[src/rtl/fetch_ctrl_if.sv]
// Bus bundle between the fetch controller and its environment:
// instruction-memory request/response, redirect input and decode-side buffer.
interface fetch_ctrl_if #(
    parameter int WIDTH   = 32,
    parameter int INSTR_W = 32
);
    logic               imem_req_valid;
    logic               imem_req_ready;
    logic [WIDTH-1:0]   imem_req_addr;
    logic               imem_resp_valid;
    logic [INSTR_W-1:0] imem_resp_data;
    logic               redirect_valid;
    logic [WIDTH-1:0]   redirect_target;
    logic               inst_valid;
    logic               inst_ready;
    logic [INSTR_W-1:0] inst_data;
    logic [WIDTH-1:0]   inst_pc;

    modport master (
        output imem_req_valid, imem_req_addr, inst_valid, inst_data, inst_pc,
        input  imem_req_ready, imem_resp_valid, imem_resp_data,
               redirect_valid, redirect_target, inst_ready
    );

    modport slave (
        input  imem_req_valid, imem_req_addr, inst_valid, inst_data, inst_pc,
        output imem_req_ready, imem_resp_valid, imem_resp_data,
               redirect_valid, redirect_target, inst_ready
    );
endinterface

[src/rtl/fetch_ctrl.sv]
// Fetch PC sequencer: single-outstanding instruction fetch, one-entry decode
// buffer, redirect handling with a drop flag for stale in-flight responses.
//
//  state | meaning
//  BOOT  | first cycle after reset, no request issued
//  REQ   | presenting a fetch request at pc, waiting for accept
//  WAIT  | one request outstanding, waiting for its response
module fetch_ctrl #(
    parameter int               WIDTH    = 32,
    parameter int               INSTR_W  = 32,
    parameter logic [WIDTH-1:0] RESET_PC = 32'hBFC00000
) (
    input  logic             clk,
    input  logic             rst,
    fetch_ctrl_if.master     bus,
    output logic [WIDTH-1:0] pc
);
    typedef enum logic [1:0] {BOOT, REQ, WAIT} state_t;

    state_t             state, state_n;
    logic [WIDTH-1:0]   pc_q, pc_n;
    logic [WIDTH-1:0]   inst_pc_q, inst_pc_n;
    logic [INSTR_W-1:0] inst_data_q, inst_data_n;
    logic               inst_valid_q, inst_valid_n;
    logic               drop_q, drop_n;
    logic               req_valid, accept;
    logic [WIDTH-1:0]   target;

    assign target    = bus.redirect_target & ~WIDTH'(3);
    assign req_valid = (state == REQ) && (!inst_valid_q || bus.inst_ready);
    assign accept    = req_valid && bus.imem_req_ready;

    always_ff @(posedge clk or posedge rst) begin
        if (rst) begin
            state        <= BOOT;
            pc_q         <= RESET_PC;
            drop_q       <= 1'b0;
            inst_valid_q <= 1'b0;
            inst_data_q  <= '0;
            inst_pc_q    <= '0;
        end else begin
            state        <= state_n;
            pc_q         <= pc_n;
            drop_q       <= drop_n;
            inst_valid_q <= inst_valid_n;
            inst_data_q  <= inst_data_n;
            inst_pc_q    <= inst_pc_n;
        end
    end

    always_comb begin
        state_n      = state;
        pc_n         = pc_q;
        drop_n       = drop_q;
        inst_valid_n = inst_valid_q;
        inst_data_n  = inst_data_q;
        inst_pc_n    = inst_pc_q;

        if (inst_valid_q && bus.inst_ready) inst_valid_n = 1'b0;

        case (state)
            BOOT: begin
                state_n = REQ;
                if (bus.redirect_valid) pc_n = target;
            end
            REQ: begin
                if (accept) begin
                    state_n = WAIT;
                    // request already left with the old pc, so its response is stale
                    if (bus.redirect_valid) begin
                        pc_n   = target;
                        drop_n = 1'b1;
                    end
                end else if (bus.redirect_valid) begin
                    pc_n = target;
                end
            end
            WAIT: begin
                if (bus.imem_resp_valid) begin
                    state_n = REQ;
                    drop_n  = 1'b0;
                    if (bus.redirect_valid) begin
                        pc_n = target;
                    end else if (!drop_q) begin
                        inst_data_n  = bus.imem_resp_data;
                        inst_pc_n    = pc_q;
                        inst_valid_n = 1'b1;
                        pc_n         = pc_q + WIDTH'(4);
                    end
                end else if (bus.redirect_valid) begin
                    pc_n   = target;
                    drop_n = 1'b1;
                end
            end
            default: state_n = BOOT;
        endcase

        if (bus.redirect_valid) inst_valid_n = 1'b0;
    end

    assign bus.imem_req_valid = req_valid;
    assign bus.imem_req_addr  = pc_q;
    assign bus.inst_valid     = inst_valid_q;
    assign bus.inst_data      = inst_data_q;
    assign bus.inst_pc        = inst_pc_q;
    assign pc                 = pc_q;
endmodule

[src/flat_wrapper.sv]
// flat-port wrapper written by rule: the top's interface ports become plain ports
module fetch_ctrl_flat 
#(
    parameter int               WIDTH    = 32,
    parameter int               INSTR_W  = 32,
    parameter logic [WIDTH-1:0] RESET_PC = 32'hBFC00000
)
  (clk, rst, pc, bus_imem_req_valid, bus_imem_req_addr, bus_inst_valid, bus_inst_data, bus_inst_pc, bus_imem_req_ready, bus_imem_resp_valid, bus_imem_resp_data, bus_redirect_valid, bus_redirect_target, bus_inst_ready);
  fetch_ctrl_if #(.WIDTH(WIDTH), .INSTR_W(INSTR_W)) bus_i ();
  input  logic clk;
  input  logic rst;
  output logic [WIDTH-1:0] pc;
  output wire logic [$bits(bus_i.imem_req_valid)-1:0] bus_imem_req_valid;
  output wire logic [$bits(bus_i.imem_req_addr)-1:0] bus_imem_req_addr;
  output wire logic [$bits(bus_i.inst_valid)-1:0] bus_inst_valid;
  output wire logic [$bits(bus_i.inst_data)-1:0] bus_inst_data;
  output wire logic [$bits(bus_i.inst_pc)-1:0] bus_inst_pc;
  input wire logic [$bits(bus_i.imem_req_ready)-1:0] bus_imem_req_ready;
  input wire logic [$bits(bus_i.imem_resp_valid)-1:0] bus_imem_resp_valid;
  input wire logic [$bits(bus_i.imem_resp_data)-1:0] bus_imem_resp_data;
  input wire logic [$bits(bus_i.redirect_valid)-1:0] bus_redirect_valid;
  input wire logic [$bits(bus_i.redirect_target)-1:0] bus_redirect_target;
  input wire logic [$bits(bus_i.inst_ready)-1:0] bus_inst_ready;
  assign bus_imem_req_valid = bus_i.imem_req_valid;
  assign bus_imem_req_addr = bus_i.imem_req_addr;
  assign bus_inst_valid = bus_i.inst_valid;
  assign bus_inst_data = bus_i.inst_data;
  assign bus_inst_pc = bus_i.inst_pc;
  assign bus_i.imem_req_ready = bus_imem_req_ready;
  assign bus_i.imem_resp_valid = bus_imem_resp_valid;
  assign bus_i.imem_resp_data = bus_imem_resp_data;
  assign bus_i.redirect_valid = bus_redirect_valid;
  assign bus_i.redirect_target = bus_redirect_target;
  assign bus_i.inst_ready = bus_inst_ready;
  fetch_ctrl #(.WIDTH(WIDTH), .INSTR_W(INSTR_W), .RESET_PC(RESET_PC)) u_core (.clk(clk), .rst(rst), .bus(bus_i), .pc(pc));
endmodule
[config.mk]
export PLATFORM = sky130hd
export DESIGN_NAME = fetch_ctrl_flat
export DESIGN_NICKNAME = d
export VERILOG_FILES = /design/src/rtl/fetch_ctrl_if.sv /design/src/rtl/fetch_ctrl.sv /design/src/flat_wrapper.sv
export SDC_FILE = /design/constraint.sdc
export NUM_CORES = 1
export LEC_CHECK = 0
export ABC_AREA = 0
export BUFFER_PORTS_ARGS = -buffer_cell sky130_fd_sc_hd__buf_2
export CAP_MARGIN = 15
export CORE_MARGIN = 2
export CORE_UTILIZATION = 52
export CTS_CLUSTER_DIAMETER = 80
export DETAILED_ROUTE_END_ITERATION = 16
export PLACE_DENSITY = 0.85
export SYNTH_ARGS = -nofsm -noshare
export SYNTH_HDL_FRONTEND = slang
export SYNTH_SLANG_ARGS = --single-unit
[constraint.sdc]
create_clock -name clk -period 4.25 [get_ports clk]
set_input_delay 0.425 -clock clk [delete_from_list [all_inputs] [get_ports clk]]
set_output_delay 0.425 -clock clk [all_outputs]
set_load 0.02 [all_outputs]
==> flow_summary_export.csv, run 1 <==
group,metric,value,unit
run_status,status,"finished, final reports clean",
synth,synth_area_leader_cell,"dfrtp_1",
clock_network,htreeDepth,3,
routing,routedWlPerCell,17.3,µm
worst_setup_path,cp-start-kind,"flop",
synth,yosys_warnings,0,
synth,synthDistinctLibCells,57,
worst_setup_path,cp_max_fo,31,
final_layout,fillers,741,
worst_setup_path,cp.required,4.51,ns
routing,drt-total-wl,12.2,mm
worst_setup_path,cpPeakStageDelay,0.83,ns
final_layout,fin_area,5890,µm²
pwr,p_leak,2.99,nW
worst_setup_path,path_cells,"nand4bb_1, nor2_4, buf_4, mux2_2",
synth,syn_area,4890,µm²
worst_setup_path,critPathSlowestCell,"nor2_4",
synth,ys_seq_elements,100,
floorplanning,chipWidth,101,µm
sta,final.period_utilization,66.2,%
sta,layout_min_cycle_time,2.81,ns
synth,yosysTopAreaCellShare,46.6,%
final_layout,syn_to_final_growth,20.6,%
clock_network,ctsResizeCount,0,
placement,post-place-cells,691,
run,cap_violations,0,
sta,maxSlewViolCount,0,
worst_setup_path,worstSetupPathType,"reg2reg",
worst_setup_path,critPathBufInv,1,
sta,clock_skew,0.0158,ns
worst_setup_path,r2r_start,"u_core.state[1]$_DFFE_PP0P_",
synth,async_flop_share,100,%
worst_setup_path,arrival,3.07,ns
placement,gp_congestion,0.822,
floorplanning,dieArea,10200,µm²
worst_setup_path,crit_start,"u_core.state[1]$_DFFE_PP0P_",
placement,placed_area,5700,µm²
synth,synth_ff_type,"dfrtp_1",
floorplanning,row_count,35,
floorplanning,core,9200,µm²
worst_setup_path,ff2ff_setup_slack,1.44,ns
global_route,grt_max_degree,65,
synth,yosysMostFrequentCell,"dfrtp_1",
synth,yosys-top-cells-area,"dfrtp_1 47%, mux2_2 14%, buf_4 5.2%",
synth,netlist_instances,432,
clock_network,clock-root-buffer,"clkbuf_8",
pwr,peakVddDrop,352,µV
sta,rsz0062_at_grt,"false",
placement,pre_cts_ws,1.16,ns
min_path,min_path_type,"in2async",
final_layout,seqCellArea,2510,µm²
final_layout,final_layout_size_suffix_gt1_share,51.5,%
global_route,grt_overflow,0,
sta,hold_viol,0,
final_layout,multi_input_area,1990,µm²
routing,drtIter0Drc,283,
final_layout,nets,662,
floorplanning,io_pins,200,
synth,synth_fp_nets,503,
sta,fmax,355,MHz
sta,worst_slew_pin_slew,0.840,ns
placement,portBuffers,197,
global_route,grt_pass1_wl,19.2,mm
synth,synth_common_cells,"91 x dfrtp_1, 61 x mux2_2, 34 x buf_4",
clock_network,cts.path.max_buffers,2,
global_route,antenna_found_initial,0,
placement,hpwl,8.85,mm
clock_network,cts_buffers,9,
synth,synth_edf_count,0,
sta,fin_setup_tns,0,ns
routing,drcViolationCount,0,
pwr,power.density,674,nW/µm²
clock_network,cts_hold_buf,0,
final_layout,final_cell_count_no_fill,707,
synth,avgSynthCellArea,11.3,µm²
worst_setup_path,critPathTopFamily,"simple AND/OR/NAND/NOR gates",
global_route,track_usage,23.7,%
routing,detail_route.first_pass.iterations,4,
final_layout,utilization,64.1,%
sta,finalSetupViolCount,0,
worst_setup_path,crit_path_end_kind,"flop",
floorplanning,die_height,101,µm
clock_network,insertion_delay,0.37,ns
clock_network,clk_pin_slew,0.10,ns
floorplanning,start_util,53.2,%
routing,viasPerCell,5.75,
synth,ys_seq_area_share,51.4,%
clock_network,cts_num_sinks,100,
routing,ant_nets,0,
sta,layout_setup_ws,1.44,ns
clock_network,post_cts_buffers,0,
sta,relSlewSlack,43.9,%
final_layout,n_antenna_cell,0,
global_route,grt_pass1_vias,3857,
routing,vias,4066,
clock_network,cts_tree,"done",
-- per-layer routing --
| metal | routed length [µm] | track usage (%) | vias to the layer above |
|---|---|---|---|
| met4 | 299 | 8.84 | 0 |
| met5 | 0 | 0 | - |
| met2 | 6090 | 39.4 | 202 |
| met1 | 4860 | 30.4 | 1979 |
| met3 | 962 | 5.13 | 23 |
| li1 | - | - | 1862 |
-- cells by family (layout without fill, tap and decap cells) --
kind of cell	after synthesis	after routing	synth area share (%)
AOI/OAI and AO/OA	92	92	12.4
adders and majority gates	1	1	0.256
buffers and inverters	62	226	7.83
DFF	100	100	51.4
muxes	65	65	14.9
and+or+nand+nor	112	112	13.2
-- final cells by class --
| type | count | share of cell area, % |
|---|---|---|
| Clock buffer | 9 | 2.10 |
| Clock inverter | 7 | 1.17 |
| Inverter | 8 | 0.552 |
| Multi-Input combinational cell | 270 | 33.8 |
| Sequential cell | 100 | 42.7 |
| Tap cell | 111 | 2.36 |
| Timing Repair Buffer | 202 | 17.4 |
-- layout by cell type, fill, tap and decap left out, types with 9 or more instances in the layout --
| cell type | n |
|---|---|
| mux2_2 | 61 |
| dfrtp_1 | 91 |
| o21ai_0 | 20 |
| nand3_1 | 18 |
| nor2_1 | 23 |
| nand2_1 | 25 |
| clkbuf_8 | 9 |
| a21oi_1 | 30 |
| buf_2 | 197 |
| dfstp_2 | 9 |
-- final timing paths --
check / depth (start not counted) / end
worst max-delay path: 4 / u_core.bus.inst_pc[23]$_DFFE_PP0P_
worst min-delay path: 2 / u_core.bus.inst_data[31]$_DFFE_PP0P_
worst max register to register: 4 / u_core.bus.inst_pc[23]$_DFFE_PP0P_
worst min register to register: 1 / u_core.bus.inst_data[3]$_DFFE_PP0P_
max in group asynchronous: 3 / u_core.bus.inst_data[24]$_DFFE_PP0P_
min in group clk: 2 / u_core.bus.inst_data[3]$_DFFE_PP0P_
-- report_power, final --
| part | internal [mW] | switching [mW] | total (mW) |
|---|---|---|---|
| sequential | 1.31 | 0.347 | 1.65 |
| clock | 0.228 | 0.366 | 0.595 |
| combinational | 0.648 | 1.07 | 1.72 |
| total | 2.18 | 1.79 | 3.97 |
-- sequential cells by signal, indices dropped and copies added, names as in the netlist --
register / flops
u_core.bus.imem_req_addr: 32
u_core.bus.inst_data: 32
u_core.bus.inst_pc: 32
u_core.bus.inst_valid: 1
u_core.drop_q: 1
u_core.state: 2
-- per-stage QoR --
stage | total power, mW | hold slack (ns)
CTS | 4.00 | 0.237
floorplan | 2.91 | 0.534
global placement | 3.33 | 0.464
detailed placement | 3.41 | 0.471
global route | 4.21 | 0.263
finish | 3.97 | 0.196
Note: power is estimated with default switching activity, not from simulation.
==> inputs of run 2 (changes only) <==
--- a/config.mk
+++ b/config.mk
@@ -9,10 +9,10 @@
 export BUFFER_PORTS_ARGS = -buffer_cell sky130_fd_sc_hd__buf_2
 export CAP_MARGIN = 15
 export CORE_MARGIN = 2
-export CORE_UTILIZATION = 52
+export CORE_UTILIZATION = 44
 export CTS_CLUSTER_DIAMETER = 80
 export DETAILED_ROUTE_END_ITERATION = 16
-export PLACE_DENSITY = 0.85
+export PLACE_DENSITY = 0.77
 export SYNTH_ARGS = -nofsm -noshare
 export SYNTH_HDL_FRONTEND = slang
 export SYNTH_SLANG_ARGS = --single-unit
==> constraint.sdc (replaced) <==
create_clock -name clk -period 2.5 [get_ports clk]
set_input_delay 0.25 -clock clk [delete_from_list [all_inputs] [get_ports clk]]
set_output_delay 0.25 -clock clk [all_outputs]
set_load 0.02 [all_outputs]
==> run 2 against run 1 <==
  * Maximum frequency rose by 30%
  * Sequential share of layout area fell by 0.66 points
  * Critical path depth grew 3
  * Clock skew hardly changed
  * Register-to-register slack got worse by 1.1 ns
  * Total power grew 71%
  * Core utilization shrank 8.9 points
  * Non-clock buffer count increased by 4
  * First-iteration DRC count is 7.4% lower
  * Final cell count rose by 4.7%
  * Die area grew 17%
  * Routed wire length rose by 0.97%
  * Critical endpoint is now u_core.bus.imem_req_addr[24]$_DFFE_PP1P_
  * Largest cell class unchanged
  * Largest power group unchanged
==> flow_summary_export.csv, run 2 (same netlist as run 1, synthesis figures left out) <==
group,metric,value,unit
sta,worst_slew_pin_slew,0.695,ns
worst_setup_path,cp.required,2.80,ns
clock_network,cts_tree,"done",
global_route,grt_overflow,0,
global_route,track_usage,20.4,%
routing,drtIter0Drc,262,
floorplanning,core,10800,µm²
pwr,p_leak,3.01,nW
global_route,grt_pass1_wl,19.1,mm
floorplanning,io_pins,200,
clock_network,ctsResizeCount,0,
global_route,grt_max_degree,101,
final_layout,final_cell_mix,"197 x buf_2, 91 x dfrtp_1, 61 x mux2_2",
sta,relSlewSlack,53.2,%
clock_network,cts.path.max_buffers,2,
sta,clock_skew,0.0160,ns
sta,hold-worst-slack,0.0189,ns
worst_setup_path,cp_max_fo,8,
placement,portBuffers,197,
final_layout,fin_area,5990,µm²
placement,post-place-cells,724,
routing,viasPerCell,5.44,
worst_setup_path,cp-start-kind,"flop",
routing,vias,4026,
run_status,status,"finished, final reports clean",
sta,fmax,460,MHz
clock_network,clk_pin_slew,0.11,ns
sta,fin_setup_tns,0,ns
clock_network,insertion_delay,0.36,ns
clock_network,clock-root-buffer,"clkbuf_8",
sta,layout_setup_ws,0.328,ns
final_layout,final_common_cell,"buf_2",
placement,hpwl,8.89,mm
routing,detail_route.first_pass.iterations,4,
sta,hold_viol,0,
sta,rsz0062_at_grt,"false",
clock_network,htreeDepth,3,
routing,routedWlPerCell,16.7,µm
sta,layout_min_cycle_time,2.17,ns
floorplanning,start_util,45.1,%
worst_setup_path,arrival,2.47,ns
clock_network,post_cts_buffers,0,
run,cap_violations,0,
placement,gp_congestion,0.843,
placement,placed_area,5790,µm²
sta,final.period_utilization,86.9,%
routing,drcViolationCount,0,
clock_network,cts_hold_buf,0,
floorplanning,chipWidth,109,µm
min_path,min_path_type,"in2async",
sta,maxSlewViolCount,0,
worst_setup_path,worstSetupPathType,"reg2reg",
pwr,peakVddDrop,468,µV
pwr,power.density,1130,nW/µm²
floorplanning,row_count,38,
clock_network,cts_num_sinks,100,
final_layout,final_layout_size_suffix_gt1_share,51.8,%
final_layout,syn_to_final_growth,22.4,%
final_layout,nets,666,
worst_setup_path,crit_path_end_kind,"flop",
global_route,grt_pass1_vias,3828,
floorplanning,die_height,109,µm
routing,ant_nets,0,
global_route,antenna_found_initial,0,
placement,pre_cts_ws,0.394,ns
routing,drt-total-wl,12.3,mm
floorplanning,dieArea,12000,µm²
sta,finalSetupViolCount,0,
clock_network,cts_buffers,9,
final_layout,final_cell_count_no_fill,740,
final_layout,n_antenna_cell,0,
-- run 2: metal layers --
metal  vias up  track usage, %  part of all wire (%)
met2       191            34.0                    50
met4         0            5.79                   1.0
met1      1944            27.1                    41
met5         -               0                     0
met3        14            4.33                   7.4
li1       1877               -                     -
-- run 2: final timing paths --
check / startpoint / end / slack [ns] / depth (start not counted)
worst max-delay path: u_core.bus.imem_req_addr[2]$_DFFE_PP0P_ / u_core.bus.imem_req_addr[24]$_DFFE_PP1P_ / 0.33 / 7
worst min-delay path: rst / u_core.bus.inst_data[10]$_DFFE_PP0P_ / 0.02 / 3
worst max register to register: u_core.bus.imem_req_addr[2]$_DFFE_PP0P_ / u_core.bus.imem_req_addr[24]$_DFFE_PP1P_ / 0.33 / 7
worst min register to register: u_core.bus.inst_data[3]$_DFFE_PP0P_ / u_core.bus.inst_data[3]$_DFFE_PP0P_ / 0.49 / 1
max in group asynchronous: rst / u_core.bus.imem_req_addr[18]$_DFFE_PP0P_ / 2.06 / 3
min in group clk: bus_imem_resp_data[6] / u_core.bus.inst_data[6]$_DFFE_PP0P_ / 0.10 / 2
-- run 2: metrics by stage --
| stage | power [mW] | util [%] |
|---|---|---|
| floorplan | 4.94 | - |
| global placement | 5.70 | 53.4 |
| detailed placement | 5.82 | 53.4 |
| CTS | 6.84 | 55.2 |
| global route | 7.21 | 55.2 |
| finish | 6.77 | 55.2 |
-- run 2: worst max-delay path: stages, from the launching register on --
cell and delay, ns:
dfrtp_1 0.49, ha_1 0.28, nand4_2 0.26, nor3_2 0.27
buf_4 0.17, nand4_1 0.16, o21ai_0 0.27, o221a_2 0.22
-- run 2: layout make-up --
type,count,area (µm²)
inverter,8,33.8
clock buffer,10,138
fill,952,4850
timing repair buffer,206,1080
clock inverter,6,55.1
sequential,100,2510
tap,140,175
multi-input combinational,270,1990
-- run 2: report_power, final --
part / switching (mW) / internal (mW) / leakage, nW / total [mW]
clock: 0.606 / 0.409 / 0.0929 / 1.02
sequential: 0.596 / 2.22 / 1.26 / 2.82
combinational: 1.82 / 1.11 / 1.66 / 2.94
==> inputs of run 3 (changes only) <==
--- a/config.mk
+++ b/config.mk
@@ -8,7 +8,6 @@
 export ABC_AREA = 0
 export BUFFER_PORTS_ARGS = -buffer_cell sky130_fd_sc_hd__buf_2
 export CAP_MARGIN = 15
-export CORE_MARGIN = 2
 export CORE_UTILIZATION = 44
 export CTS_CLUSTER_DIAMETER = 80
 export DETAILED_ROUTE_END_ITERATION = 16
==> run 3 against run 2 <==
  * Sequential power hardly changed
  * Clock power up 17%
  * Largest power group unchanged
  * Final cell count rose by 0.27%
  * Combinational power about the same
  * First-iteration DRC count down 4.2%
  * Final area rose by 1.3%
  * Register-to-register slack got worse by 0.03 ns
  * Core utilization rose by 0.70 points
  * Routed wire length shrank 1.2%
  * Sequential share of layout area fell by 0.53 points
  * Via count increased by 0.15%
==> flow_summary_export.csv, run 3 (same netlist as run 1, synthesis figures left out) <==
group,metric,value,unit
final_layout,nets,668,
global_route,grt_pass1_vias,3738,
worst_setup_path,reg2reg_depth,6,
floorplanning,die_height,107,µm
pwr,peakVddDrop,488,µV
floorplanning,chipWidth,107,µm
min_path,min_path_type,"in2reg",
worst_setup_path,worstSetupPathType,"reg2reg",
global_route,antenna_found_initial,0,
routing,drtIter0Drc,251,
clock_network,cts_buffers,9,
worst_setup_path,ff2ff_setup_slack,0.30,ns
global_route,grt_max_degree,87,
floorplanning,io_pins,200,
final_layout,final_cell_count_no_fill,742,
worst_setup_path,reg2reg_to,"u_core.bus.imem_req_addr[30]$_DFFE_PP0P_",
global_route,grt_pass1_wl,19.2,mm
final_layout,n_antenna_cell,0,
worst_setup_path,arrival,2.51,ns
final_layout,fin_area,6060,µm²
global_route,grt_overflow,0,
worst_setup_path,critPathSlowestCell,"dfrtp_1",
routing,drcViolationCount,0,
floorplanning,start_util,45.1,%
sta,clock_skew,0.0150,ns
worst_setup_path,r2r_start,"u_core.bus.imem_req_addr[2]$_DFFE_PP0P_",
final_layout,final_cell_mix,"197 x buf_2, 91 x dfrtp_1, 61 x mux2_2",
pwr,finalPower,6.97,mW
placement,gp_congestion,0.830,
sta,relSlewSlack,55.9,%
min_path,min_to,"u_core.bus.inst_data[6]$_DFFE_PP0P_",
sta,final.period_utilization,88.1,%
routing,vias,4032,
worst_setup_path,cp.required,2.81,ns
clock_network,cts_num_sinks,100,
sta,rsz0062_at_grt,"false",
pwr,p_clk_share,17.1,%
pwr,p_leak,3.05,nW
global_route,track_usage,21.3,%
floorplanning,core,10800,µm²
sta,layout_min_cycle_time,2.20,ns
final_layout,final_common_cell,"buf_2",
worst_setup_path,crit_path_end_kind,"flop",
clock_network,clock-root-buffer,"clkbuf_8",
clock_network,insertion_delay,0.38,ns
pwr,internal_power,3.93,mW
worst_setup_path,path_cells,"ha_1, nand4_2, nor4_1, nand4_1, or4_1, nand3_1",
final_layout,final_layout_size_suffix_gt1_share,51.8,%
routing,viasPerCell,5.43,
final_layout,fillers,982,
placement,hpwl,8.77,mm
routing,ant_nets,0,
sta,maxSlewViolCount,0,
min_path,worst_hold_startpoint,"bus_imem_resp_data[6]",
routing,drt-total-wl,12.2,mm
worst_setup_path,critPathTopFamily,"simple AND/OR/NAND/NOR gates",
clock_network,cts_tree,"done",
floorplanning,row_count,38,
final_layout,syn_to_final_growth,24.0,%
worst_setup_path,crit_cells,6,
floorplanning,dieArea,11500,µm²
routing,routedWlPerCell,16.4,µm
worst_setup_path,cp_max_fo,8,
pwr,power.density,1150,nW/µm²
clock_network,clk_pin_slew,0.11,ns
sta,hold_viol,0,
run_status,status,"finished, final reports clean",
worst_setup_path,critPathBufInv,0,
run,cap_violations,0,
routing,detail_route.first_pass.iterations,4,
sta,fmax,454,MHz
placement,placed_area,5830,µm²
clock_network,cts.path.max_buffers,2,
sta,worst_slew_pin_slew,0.656,ns
pwr,p_comb_share,42.6,%
clock_network,htreeDepth,3,
sta,fin_setup_tns,0,ns
min_path,hold_depth,2,
pwr,seq_power_share,40.4,%
placement,post-place-cells,725,
pwr,switchingPower,3.03,mW
placement,portBuffers,197,
clock_network,ctsResizeCount,0,
pwr,p_sw_share,43.5,%
sta,finalSetupViolCount,0,
sta,hold-worst-slack,0.0876,ns
worst_setup_path,cpPeakStageDelay,0.49,ns
worst_setup_path,cp-start-kind,"flop",
-- run 3: changes by cell type in the layout (fill, tap and decap cells not counted), sizes merged --
| cell | before | now |
|---|---|---|
| dlygate4sd3 | 0 | 1 |
| inv | 9 | 10 |
| bufinv | 0 | 2 |
| clkinvlp | 3 | 2 |
| clkbuf | 10 | 9 |
| buf | 206 | 207 |
| clkinv | 2 | 1 |
-- run 3: repair_timing --
action	in CTS	in global routing
buffers inserted	0	0
hold buffers	1	0
endpoints found under the hold margin	14	0
-- run 3: how the worst max path moves through the flow --
stage                                       startpoint                                       end
6_report       u_core.bus.imem_req_addr[2]$_DFFE_PP0P_  u_core.bus.imem_req_addr[30]$_DFFE_PP0P_
2_1_floorplan  u_core.bus.imem_req_addr[2]$_DFFE_PP0P_  u_core.bus.imem_req_addr[30]$_DFFE_PP0P_
5_1_grt        u_core.bus.imem_req_addr[2]$_DFFE_PP0P_  u_core.bus.imem_req_addr[30]$_DFFE_PP0P_
4_1_cts        u_core.bus.imem_req_addr[2]$_DFFE_PP0P_  u_core.bus.imem_req_addr[30]$_DFFE_PP0P_
3_5_place_dp   u_core.bus.imem_req_addr[2]$_DFFE_PP0P_  u_core.bus.imem_req_addr[30]$_DFFE_PP0P_
3_3_place_gp   u_core.bus.imem_req_addr[2]$_DFFE_PP0P_  u_core.bus.imem_req_addr[30]$_DFFE_PP0P_
-- run 3: per-stage QoR --
| step | util [%] | setup slack (ns) |
|---|---|---|
| 2_1_floorplan | - | 0.556 |
| 3_3_place_gp | 53.7 | 0.467 |
| 3_5_place_dp | 53.7 | 0.377 |
| 4_1_cts | 55.9 | 0.344 |
| 5_1_grt | 55.9 | 0.210 |
| 6_report | 55.9 | 0.298 |
-- run 3: layer usage --
metal	vias up	wire length (µm)	track usage, %
met5	-	0	0
met4	0	258	9.98
met3	22	760	2.78
met2	171	5920	34.3
met1	1957	5240	28.5
li1	1882	-	-
-- run 3: area by class of cell --
type,instances,area [µm²],share of cell area [%]
Multi-Input combinational cell,270,1990,32.9
Clock inverter,7,103,1.69
Inverter,8,33.8,0.557
Timing Repair Buffer,208,1120,18.5
Clock buffer,9,124,2.04
Tap cell,140,175,2.89
Sequential cell,100,2510,41.5
-- run 3: power by group through the flow --
stage	clock network [mW]	registers, mW	logic, mW
after floorplan	0	3.39	1.55
after global placement	0	2.79	2.93
after detailed placement	0	2.85	2.98
after CTS	1.21	2.81	2.99
after global routing	1.29	2.92	3.19
final	1.19	2.81	2.97
-- run 3: worst register-to-register path: stages (launching register included) --
cell     delay [ns]
dfrtp_1        0.49
ha_1           0.29
nand4_2        0.25
nor4_1         0.46
nand4_1        0.16
or4_1          0.41
nand3_1        0.09
